[config.mk]
export PLATFORM = sky130hd
export DESIGN_NAME = rk8je_xfer_seq
export DESIGN_NICKNAME = d
export VERILOG_FILES = /design/src/rtl/rk8je_xfer_seq.sv
export SDC_FILE = /design/constraint.sdc
export NUM_CORES = 1
export LEC_CHECK = 0
export CAP_MARGIN = 20
export CORE_MARGIN = 8
export CORE_UTILIZATION = 44
export CTS_BUF_LIST = sky130_fd_sc_hd__clkbuf_8
export DETAILED_ROUTE_END_ITERATION = 8
export GPL_TIMING_DRIVEN = 0
export PLACE_DENSITY = 0.82
export SYNTH_ARGS = -nofsm -noshare
export SYNTH_HDL_FRONTEND = slang
export SYNTH_SLANG_ARGS = --single-unit
[constraint.sdc]
create_clock -name CLOCK -period 3.7 [get_ports CLOCK]
set_input_delay 0.555 -clock CLOCK [delete_from_list [all_inputs] [get_ports CLOCK]]
set_output_delay 0.555 -clock CLOCK [all_outputs]
set_load 0.1 [all_outputs]
[src/rtl/rk8je_xfer_seq.sv]
// rk8je_xfer_seq: steps one RK8JE sector transfer word by word between the sector buffer and PDP-8/L memory.
// Define RKSEQ_TIMEOUT_EN to abandon a DMA word after TIMEOUT cycles without an acknowledge.
module rk8je_xfer_seq #(
    parameter int TIMEOUT = 1023
) (
    input  logic        CLOCK,
    input  logic        RESET_N,
    input  logic        start,
    input  logic        abort,
    input  logic        fn_write,
    input  logic        half_blk,
    input  logic [2:0]  field_in,
    input  logic [11:0] addr_in,
    output logic [7:0]  buf_addr,
    output logic [11:0] buf_wdata,
    output logic        buf_we,
    input  logic [11:0] buf_rdata,
    output logic        dma_req,
    output logic        dma_wr,
    output logic [14:0] dma_addr,
    output logic [11:0] dma_wdata,
    input  logic        dma_ack,
    input  logic [11:0] dma_rdata,
    output logic        busy,
    output logic        done,
    output logic [11:0] addr_out,
    output logic        wrapped,
    output logic        aborted,
    output logic        timeout
);

    typedef enum logic [2:0] {
        IDLE,
        BUFRD,
        BUFWAIT,
        DMA,
        BUFWR,
        NEXT,
        DONE
    } state_t;

    state_t      state;
    state_t      state_next;

    logic        fn_q;
    logic        half_q;
    logic [2:0]  field_q;
    logic [11:0] addr_q;
    logic [8:0]  count_q;
    logic [11:0] data_q;
    logic        wrapped_q;
    logic        aborted_q;

    logic [8:0]  count_inc;
    logic        last_word;
    logic        accept;
    logic        dma_expired;

    assign accept    = (state == IDLE) && start;
    assign count_inc = count_q + 9'd1;
    assign last_word = (count_inc == (half_q ? 9'd128 : 9'd256));

`ifdef RKSEQ_TIMEOUT_EN
    localparam int TW = ($clog2(TIMEOUT + 1) < 10) ? 10 : $clog2(TIMEOUT + 1);

    logic [TW-1:0] wait_q;
    logic          timeout_q;

    // An ack arriving in the final allowed cycle still wins over the expiry.
    assign dma_expired = (state == DMA) && !dma_ack && (wait_q == TW'(TIMEOUT - 1));

    always_ff @(posedge CLOCK or negedge RESET_N) begin
        if (!RESET_N) begin
            wait_q <= '0;
        end else if (state != DMA) begin
            wait_q <= '0;
        end else begin
            wait_q <= wait_q + 1'b1;
        end
    end

    always_ff @(posedge CLOCK or negedge RESET_N) begin
        if (!RESET_N) begin
            timeout_q <= 1'b0;
        end else if (accept) begin
            timeout_q <= 1'b0;
        end else if (dma_expired) begin
            timeout_q <= 1'b1;
        end
    end

    assign timeout = timeout_q;
`else
    logic unused_timeout;

    assign unused_timeout = (TIMEOUT != 0);
    assign dma_expired    = 1'b0;
    assign timeout        = 1'b0;
`endif

    always_ff @(posedge CLOCK or negedge RESET_N) begin
        if (!RESET_N) begin
            state <= IDLE;
        end else begin
            state <= state_next;
        end
    end

    always_comb begin
        state_next = state;
        busy       = 1'b1;
        done       = 1'b0;
        buf_we     = 1'b0;
        dma_req    = 1'b0;
        case (state)
            IDLE: begin
                busy = 1'b0;
                if (start) begin
                    state_next = fn_write ? DMA : BUFRD;
                end
            end
            BUFRD:   state_next = BUFWAIT;
            BUFWAIT: state_next = DMA;
            DMA: begin
                dma_req = 1'b1;
                if (dma_ack) begin
                    state_next = fn_q ? BUFWR : NEXT;
                end else if (dma_expired) begin
                    state_next = DONE;
                end
            end
            BUFWR: begin
                buf_we     = 1'b1;
                state_next = NEXT;
            end
            // Completion is tested before abort so the final word never reports aborted.
            NEXT: begin
                if (last_word || abort) begin
                    state_next = DONE;
                end else begin
                    state_next = fn_q ? DMA : BUFRD;
                end
            end
            DONE: begin
                busy       = 1'b0;
                done       = 1'b1;
                state_next = IDLE;
            end
            default: begin
                busy       = 1'b0;
                state_next = IDLE;
            end
        endcase
    end

    always_ff @(posedge CLOCK or negedge RESET_N) begin
        if (!RESET_N) begin
            fn_q      <= 1'b0;
            half_q    <= 1'b0;
            field_q   <= 3'd0;
            addr_q    <= 12'd0;
            count_q   <= 9'd0;
            data_q    <= 12'd0;
            wrapped_q <= 1'b0;
            aborted_q <= 1'b0;
        end else begin
            case (state)
                IDLE: begin
                    if (start) begin
                        fn_q      <= fn_write;
                        half_q    <= half_blk;
                        field_q   <= field_in;
                        addr_q    <= addr_in;
                        count_q   <= 9'd0;
                        wrapped_q <= 1'b0;
                        aborted_q <= 1'b0;
                    end
                end
                BUFWAIT: data_q <= buf_rdata;
                DMA: begin
                    if (dma_ack && fn_q) begin
                        data_q <= dma_rdata;
                    end
                end
                NEXT: begin
                    addr_q  <= addr_q + 12'd1;
                    count_q <= count_inc;
                    if (addr_q == 12'o7777) begin
                        wrapped_q <= 1'b1;
                    end
                    if (!last_word && abort) begin
                        aborted_q <= 1'b1;
                    end
                end
                default: ;
            endcase
        end
    end

    assign buf_addr  = count_q[7:0];
    assign buf_wdata = data_q;
    assign dma_wr    = dma_req && !fn_q;
    assign dma_addr  = {field_q, addr_q};
    assign dma_wdata = data_q;
    assign addr_out  = addr_q;
    assign wrapped   = wrapped_q;
    assign aborted   = aborted_q;

endmodule

==> results.json, run 1 <==
{
  "outcome": "finished, final reports clean",
  "use_met1_pct": 21.7,
  "root_buffer": "clkbuf_8",
  "worst-path-max-fanout": 10,
  "ys_types": 49,
  "hold_violations": 0,
  "vias": 2604,
  "ys_seq_elements": 43,
  "reg2reg_slack_ns": 1.93,
  "synthesis.area_sq_um": 2560,
  "cts_sinks": 43,
  "fp-row-count": 27,
  "ys_seq_area_share_pct": 42.0,
  "clkSlewWorstSetupHoldPaths_ns": 0.09,
  "wl_per_cell_microns": 16.3,
  "h-tree-depth": 2,
  "crit_chain": "buf_4 -> inv_4 -> clkbuf_1 -> nor4_2 -> clkdlybuf4s50_1",
  "antenna_left": 0,
  "ys_warn_count": 0,
  "whs_ns": 0.235,
  "synth_edf_count": 0,
  "drcViolationCount": 0,
  "hpwlAfterDp_mm": 6.12,
  "final_common_cell": "clkdlybuf4s50_1",
  "cp-endpoint": "dma_wr",
  "postCtsHoldBufs": 0,
  "layout_common_cells": "clkdlybuf4s50_1, dfrtp_1, buf_4",
  "rsz0062_at_grt": "no",
  "setup_tns_ns": 0,
  "ys.flop_type": "dfrtp_1",
  "drv_slew": 0,
  "grt_use_total_pct": 18.2,
  "post_cts_buffers": 0,
  "gr-total-overflow": 0,
  "grt_max_degree": 23,
  "place.gp.congestion": 0.820,
  "die-width_microns": 92.3,
  "finalClockSkew_ns": 0.0103,
  "critPathKind": "reg -> out",
  "cap_violations": 0,
  "met3_usage_pct": 4.36,
  "fin_crit_ns": 3.25,
  "initial_core_util_pct": 45.9,
  "reg2reg_to": "state[2]",
  "worst_pin_slew_ns": 1.00,
  "ios": 113,
  "critical_path_arrival_ns": 2.70,
  "cp.depth": 5,
  "syn-num-nets": 334,
  "ff2ff_path_depth": 6,
  "nets": 453,
  "port_buffers": 111,
  "cp_num_buf_inv": 4,
  "clk_latency_ns": 0.30,
  "die_area_sq_um": 8520,
  "area_delta_synth_final_pct": 51.2,
  "antenna_found_initial": 0,
  "setup_violations": 0,
  "grt_pass1_wl_mm": 12.7,
  "cts_resized": 0,
  "cts_inserted_buffers": 5,
  "cts.path.max_buffers": 2,
  "diodes": 0,
  "setup.worst_path.start_class": "register",
  "cts_tree": "yes",
  "critical_path.top_delay_family": "buffers and inverters",
  "globalRouteMet2Util_pct": 31.8,
  "fin_crit_sh_pct": 87.9,
  "cp.required_ns": 3.14,
  "reg2reg_from": "count_q[0]",
  "syn_inst": 286,
  "slowest_delay_ns": 1.20,
  "drive_gt1_share_pct": 17.0,
  "wl_mm": 7.80,
  "drtIter0Drc": 162,
  "grt_busiest_layer": "met2",
  "post_drt_via_cell_ratio": 5.45,
  "grt_pass1_vias": 2551,
  "cp-startpoint": "state[0]",
  "async_reset_ff_share_pct": 100,
  "avgSynthCellArea_sq_um": 8.96,
  "slew_headroom_pct": 32.8,
  "drt_first_pass_iters": 5,
  "fillers": 473,
  "fmax_mhz": 307,
  "hold_class": "in -> async",
  "die_height_microns": 92.3,
  "core_area_sq_um": 5570,
  "cp-end-kind": "primary output",
  "critPathSlowestCell": "clkdlybuf4s50_1"
}
[cell usage after synthesis, types with 3 or more instances]
cell type | count | area share [%]
dfrtp_1 | 43 | 42
buf_4 | 38 | 11
nand2_1 | 35 | 5.1
o21ai_0 | 30 | 5.9
o22ai_1 | 13 | 3.2
a21oi_1 | 12 | 2.3
nor2_1 | 12 | 1.8
nand3_1 | 8 | 1.6
o21ai_1 | 8 | 1.6
and3_1 | 7 | 1.7
a31oi_1 | 6 | 1.5
a221o_1 | 5 | 2.0
clkbuf_1 | 5 | 0.73
mux2_2 | 5 | 2.2
nand4_1 | 5 | 1.2
buf_2 | 4 | 0.78
and2_1 | 3 | 0.73
inv_1 | 3 | 0.44
nor3_2 | 3 | 1.2
[final cells by class]
| type | instances | area, sq um | area share [%] |
|---|---|---|---|
| inverters | 5 | 21.3 | 0.549 |
| plain buffers | 49 | 347 | 8.95 |
| clock inverters | 3 | 12.5 | 0.323 |
| multi-input cells | 189 | 1120 | 29.0 |
| repair buffers | 112 | 1130 | 29.3 |
| flip-flops and latches | 43 | 1080 | 27.8 |
| clock buffers | 5 | 68.8 | 1.78 |
| well taps | 72 | 90.1 | 2.33 |
[worst register-to-register path: stages, from the launching register on]
cell and delay (ns):
dfrtp_1 0.48, ha_1 0.32, xor2_1 0.18, a22oi_1 0.22
o211ai_2 0.13, a211oi_1 0.24, o31ai_1 0.09
[sequential cells by signal (all words and copies together) (netlist names)]
| register | count |
|---|---|
| addr_out | 12 |
| buf_wdata | 12 |
| count_q | 9 |
| field_q | 3 |
| state | 3 |
| aborted | 1 |
| fn_q | 1 |
| half_q | 1 |
| wrapped | 1 |
[worst min path at each step]
| stage | start | to | slack [ns] | cells past startpoint |
|---|---|---|---|---|
| 6_report | RESET_N | addr_out[11] | 0.23 | 1 |
| 4_1_cts | RESET_N | buf_wdata[7] | 0.24 | 1 |
| 2_1_floorplan | RESET_N | aborted | 0.26 | 0 |
| 3_5_place_dp | field_q[1] | field_q[1] | 0.50 | 1 |
| 5_1_grt | RESET_N | buf_wdata[7] | 0.27 | 1 |
| 3_3_place_gp | buf_wdata[1] | buf_wdata[1] | 0.48 | 2 |
[layer usage]
layer  part of all wire [%]  routed length, microns  vias up
met5                      0                       0        -
met4                    1.5                     116        0
met2                     54                    4170       88
met1                     40                    3080     1263
li1                       -                       -     1244
met3                    5.5                     428        9
[per-stage QoR]
step	setup slack, ns	area (sq um)	std cells	util, %
floorplan	0.540	2570	286	-
global placement	0.850	3770	469	67.6
detailed placement	0.799	3790	470	68.0
CTS	0.446	3870	478	69.5
global route	0.347	3870	478	69.5
finish	0.446	3870	478	69.5
[cells by family (layout without fill, tap and decap cells)]
group                      count (synthesis)  count (layout)  synth area share, %
and+or+nand+nor                           89              89                 17.7
buffers and inverters                     54             174                 14.4
AOI/OAI and AO/OA                         90              90                 21.8
xor gates and xnor gates                   1               1                0.342
DFF                                       43              43                 42.0
adders and majority gates                  2               2                0.977
other                                      1               1                0.146
muxes                                      6               6                 2.59
Power of run 1 is not shown: default switching activity piles up to over one toggle a cycle in this logic, so the estimate is an artifact.
==> run 2, diff against run 1 <==
--- a/config.mk
+++ b/config.mk
@@ -7,11 +7,11 @@
 export LEC_CHECK = 0
 export CAP_MARGIN = 20
 export CORE_MARGIN = 8
-export CORE_UTILIZATION = 44
+export CORE_UTILIZATION = 47
 export CTS_BUF_LIST = sky130_fd_sc_hd__clkbuf_8
 export DETAILED_ROUTE_END_ITERATION = 8
 export GPL_TIMING_DRIVEN = 0
-export PLACE_DENSITY = 0.82
+export PLACE_DENSITY = 0.86
 export SYNTH_ARGS = -nofsm -noshare
 export SYNTH_HDL_FRONTEND = slang
 export SYNTH_SLANG_ARGS = --single-unit
==> results.json, run 2 (synthesized netlist as in run 1, its figures left out) <==
{
  "outcome": "finished, final reports clean",
  "cp.depth": 5,
  "die-width_microns": 89.8,
  "cts_resized": 0,
  "area_delta_synth_final_pct": 51.1,
  "cp-startpoint": "state[0]",
  "reg2reg_from": "count_q[1]",
  "antenna_found_initial": 0,
  "cts_sinks": 43,
  "use_met1_pct": 23.8,
  "die_area_sq_um": 8070,
  "clkSlewWorstSetupHoldPaths_ns": 0.08,
  "cts.path.max_buffers": 2,
  "setup_tns_ns": 0,
  "drv_slew": 0,
  "grt_use_total_pct": 19.9,
  "drcViolationCount": 0,
  "grt_pass1_vias": 2609,
  "multi_input_area_sq_um": 1120,
  "drt_first_pass_iters": 4,
  "drtIter0Drc": 105,
  "fp-row-count": 27,
  "cp.required_ns": 3.14,
  "final_common_cell": "clkdlybuf4s50_1",
  "finalClockSkew_ns": 0.00782,
  "ios": 113,
  "clk_latency_ns": 0.29,
  "hpwlAfterDp_mm": 6.24,
  "grt_busiest_layer": "met2",
  "grt_pass1_wl_mm": 13.4,
  "hold_class": "in -> async",
  "critical_path.top_delay_family": "buffers and inverters",
  "setup_violations": 0,
  "antenna_left": 0,
  "cp-end-kind": "primary output",
  "fin_crit_sh_pct": 87.1,
  "regArea_sq_um": 1080,
  "cp_num_buf_inv": 4,
  "postCtsHoldBufs": 0,
  "fin_crit_ns": 3.22,
  "diodes": 0,
  "wl_mm": 8.09,
  "globalRouteMet2Util_pct": 32.8,
  "core_area_sq_um": 5370,
  "hold_violations": 0,
  "rsz0062_at_grt": "no",
  "slowest_delay_ns": 1.19,
  "h-tree-depth": 2,
  "worst_pin_slew_ns": 1.02,
  "post_drt_via_cell_ratio": 5.51,
  "die_height_microns": 89.8,
  "gr-total-overflow": 0,
  "vias": 2634,
  "cts_tree": "yes",
  "nets": 453,
  "wl_per_cell_microns": 16.9,
  "root_buffer": "clkbuf_8",
  "met3_usage_pct": 6.57,
  "critPathSlowestCell": "clkdlybuf4s50_1",
  "initial_core_util_pct": 47.7,
  "grt_max_degree": 29,
  "slew_headroom_pct": 31.6,
  "crit_chain": "buf_4 -> inv_4 -> clkbuf_1 -> nor4_2 -> clkdlybuf4s50_1",
  "ff2ff_path_depth": 6,
  "critical_path_arrival_ns": 2.67,
  "setup.worst_path.start_class": "register",
  "fmax_mhz": 310,
  "port_buffers": 111,
  "cts_inserted_buffers": 5,
  "cap_violations": 0,
  "layout_common_cells": "clkdlybuf4s50_1, dfrtp_1, buf_4",
  "place.gp.congestion": 0.880,
  "drive_gt1_share_pct": 17.2,
  "critPathKind": "reg -> out",
  "fillers": 419,
  "worst-path-max-fanout": 10,
  "post_cts_buffers": 0
}
## run 2: worst reg2reg max path: cells and delay by family (launching register included)
family,cells,cell delay [ns]
XOR/XNOR,1,0.17
flip-flops,1,0.49
adder cells (fa/ha/maj),1,0.34
AO/OA/AOI/OAI,4,0.66
## run 2: cell type report
class / count / share of cell area, %
repair buffers: 112 / 29.1
multi-input cells: 189 / 29.0
flip-flops and latches: 43 / 27.8
plain buffers: 49 / 8.96
well taps: 72 / 2.33
clock buffers: 5 / 1.78
inverters: 5 / 0.550
clock inverters: 3 / 0.420
## run 2: final timing paths
| kind | endpoint | slack (ns) |
|---|---|---|
| max in group asynchronous | buf_wdata[5] | 3.05 |
| min in group CLOCK | buf_wdata[4] | 0.51 |
| worst max register to register | state[0] | 1.92 |
| worst max-delay path | dma_wr | 0.48 |
| worst min-delay path | count_q[4] | 0.17 |
| worst min register to register | buf_wdata[4] | 0.51 |
## run 2: metrics by stage
stage          hold slack (ns)  cell area [sq um]  setup WS [ns]  utilization, %  cells
4_1_cts                  0.175               3870          0.474            72.0    478
5_1_grt                  0.185               3870          0.373            72.0    478
3_3_place_gp             0.488               3770          0.847            70.2    469
6_report                 0.169               3870          0.478            72.0    478
3_5_place_dp             0.498               3780          0.799            70.4    470
2_1_floorplan            0.259               2570          0.540               -    286
## run 2: routing by layer
| layer | part of all wire (%) | up-vias |
|---|---|---|
| met5 | 0 | - |
| met4 | 1.2 | 0 |
| met3 | 8.2 | 7 |
| met2 | 47 | 118 |
| met1 | 43 | 1267 |
| li1 | - | 1242 |
Power of run 2 is left out for the same reason.
==> run 3, diff against run 2 <==
--- a/config.mk
+++ b/config.mk
@@ -7,11 +7,12 @@
 export LEC_CHECK = 0
 export CAP_MARGIN = 20
 export CORE_MARGIN = 8
-export CORE_UTILIZATION = 47
-export CTS_BUF_LIST = sky130_fd_sc_hd__clkbuf_8
+export CORE_UTILIZATION = 44
+export CTS_BUF_LIST = sky130_fd_sc_hd__clkbuf_2
+export CTS_CLUSTER_SIZE = 40
 export DETAILED_ROUTE_END_ITERATION = 8
 export GPL_TIMING_DRIVEN = 0
-export PLACE_DENSITY = 0.86
+export PLACE_DENSITY = 0.82
 export SYNTH_ARGS = -nofsm -noshare
 export SYNTH_HDL_FRONTEND = slang
 export SYNTH_SLANG_ARGS = --single-unit
==> constraint.sdc (replaced) <==
create_clock -name CLOCK -period 3.4 [get_ports CLOCK]
set_input_delay 0.51 -clock CLOCK [delete_from_list [all_inputs] [get_ports CLOCK]]
set_output_delay 0.51 -clock CLOCK [all_outputs]
set_load 0.1 [all_outputs]
==> results.json, run 3 (synthesized netlist as in run 1, its figures left out) <==
{
  "setup.worst_path.start_class": "register",
  "port_buffers": 111,
  "h-tree-depth": 2,
  "hpwlAfterDp_mm": 6.12,
  "critPathSlowestCell": "clkdlybuf4s50_1",
  "slowest_delay_ns": 1.15,
  "setup_tns_ns": 0,
  "fmax_mhz": 309,
  "area_delta_synth_final_pct": 49.7,
  "grt_use_total_pct": 18.1,
  "fp-row-count": 27,
  "root_buffer": "clkbuf_2",
  "initial_core_util_pct": 45.9,
  "post_drt_via_cell_ratio": 5.39,
  "worst-path-max-fanout": 10,
  "critical_path.top_delay_family": "buffers and inverters",
  "clkSlewWorstSetupHoldPaths_ns": 0.23,
  "wl_per_cell_microns": 16.3,
  "hold_class": "in -> async",
  "antenna_found_initial": 0,
  "outcome": "finished, final reports clean",
  "placed_cell_area_sq_um": 3790,
  "place.gp.congestion": 0.820,
  "die_area_sq_um": 8520,
  "die-width_microns": 92.3,
  "cp.required_ns": 2.89,
  "crit_path_frequent_cell": "buf_4",
  "core_area_sq_um": 5570,
  "fin_crit_sh_pct": 95.3,
  "cts_tree": "yes",
  "drcViolationCount": 0,
  "slew_headroom_pct": 32.4,
  "drt_first_pass_iters": 4,
  "cts_inserted_buffers": 5,
  "hold_violations": 0,
  "wl_mm": 7.80,
  "critical_path_arrival_ns": 2.73,
  "final_area_sq_um": 3830,
  "rsz0062_at_grt": "no",
  "drtIter0Drc": 117,
  "gr-total-overflow": 0,
  "crit_chain": "buf_4 -> inv_4 -> nor3_2 -> buf_4 -> clkdlybuf4s50_1",
  "antenna_left": 0,
  "setup_violations": 0,
  "worst_slack_ns": 0.160,
  "clk_latency_ns": 0.41,
  "cp-end-kind": "primary output",
  "grt_max_degree": 23,
  "grt_pass1_vias": 2551,
  "nets": 453,
  "drv_slew": 0,
  "cts.path.max_buffers": 2,
  "post_cts_buffers": 0,
  "critPathKind": "reg -> out",
  "worst_pin_slew_ns": 1.01,
  "final_common_cell": "clkdlybuf4s50_1",
  "cts_sinks": 43,
  "drive_gt1_share_pct": 17.5,
  "dp_slack_ns": 0.544,
  "grt_pass1_wl_mm": 12.7,
  "ios": 113,
  "finalClockSkew_ns": 0.0238,
  "diodes": 0,
  "cap_violations": 0,
  "cp_num_buf_inv": 4,
  "vias": 2575,
  "fillers": 478,
  "fin_crit_ns": 3.24,
  "layout_common_cells": "clkdlybuf4s50_1, dfrtp_1, buf_4",
  "die_height_microns": 92.3
}
-- run 3: cell count changes in the layout (fill, tap and decap cells not counted) --
cell	previous run	this run
buf_16	0	1
clkbuf_2	0	7
clkbuf_8	5	0
buf_12	1	0
inv_1	4	3
dlymetal6s2s_1	0	1
clkinvlp_4	1	0
clkdlybuf4s50_1	110	109
-- run 3: worst paths after layout --
check / startpoint / end / slack, ns / depth (start not counted)
setup / recovery: state[0] / dma_req / 0.16 / 5
hold reg to reg: field_q[1] / field_q[1] / 0.53 / 1
max in group asynchronous: RESET_N / addr_out[7] / 2.85 / 2
min in group CLOCK: field_q[1] / field_q[1] / 0.53 / 1
hold / removal: RESET_N / buf_wdata[7] / 0.04 / 1
setup reg to reg: count_q[0] / state[2] / 1.63 / 6
-- run 3: what timing repair did --
action / 4_1_cts / 5_1_grt
hold buffers: 0 / 0
gates resized for setup: 0 / 1
endpoints found under the setup margin: 0 / 1
-- run 3: area by class of cell --
class	count	area, sq um	area share [%]
Clock inverter	1	5.00	0.131
Timing Repair Buffer	112	1140	29.6
Clock buffer	7	35.0	0.914
Inverter	5	21.3	0.555
Sequential cell	43	1080	28.1
Buffer	49	347	9.04
Multi-Input combinational cell	189	1120	29.3
Tap cell	72	90.1	2.35
-- run 3: routing by layer --
layer | GRT usage [%] | routed length, microns | up-vias
met3 | 3.87 | 385 | 12
met2 | 31.4 | 4130 | 69
met5 | 0 | 0 | -
met4 | 4.97 | 127 | 0
li1 | - | - | 1242
met1 | 22.0 | 3160 | 1252
-- run 3: through the flow --
step	cells	util, %	hold slack [ns]
finish	478	68.8	0.0370
floorplan	286	-	0.214
CTS	478	68.7	0.0226
global route	478	68.8	0.0331
global placement	469	67.6	0.485
detailed placement	470	68.0	0.495
Power of run 3 is left out for the same reason.
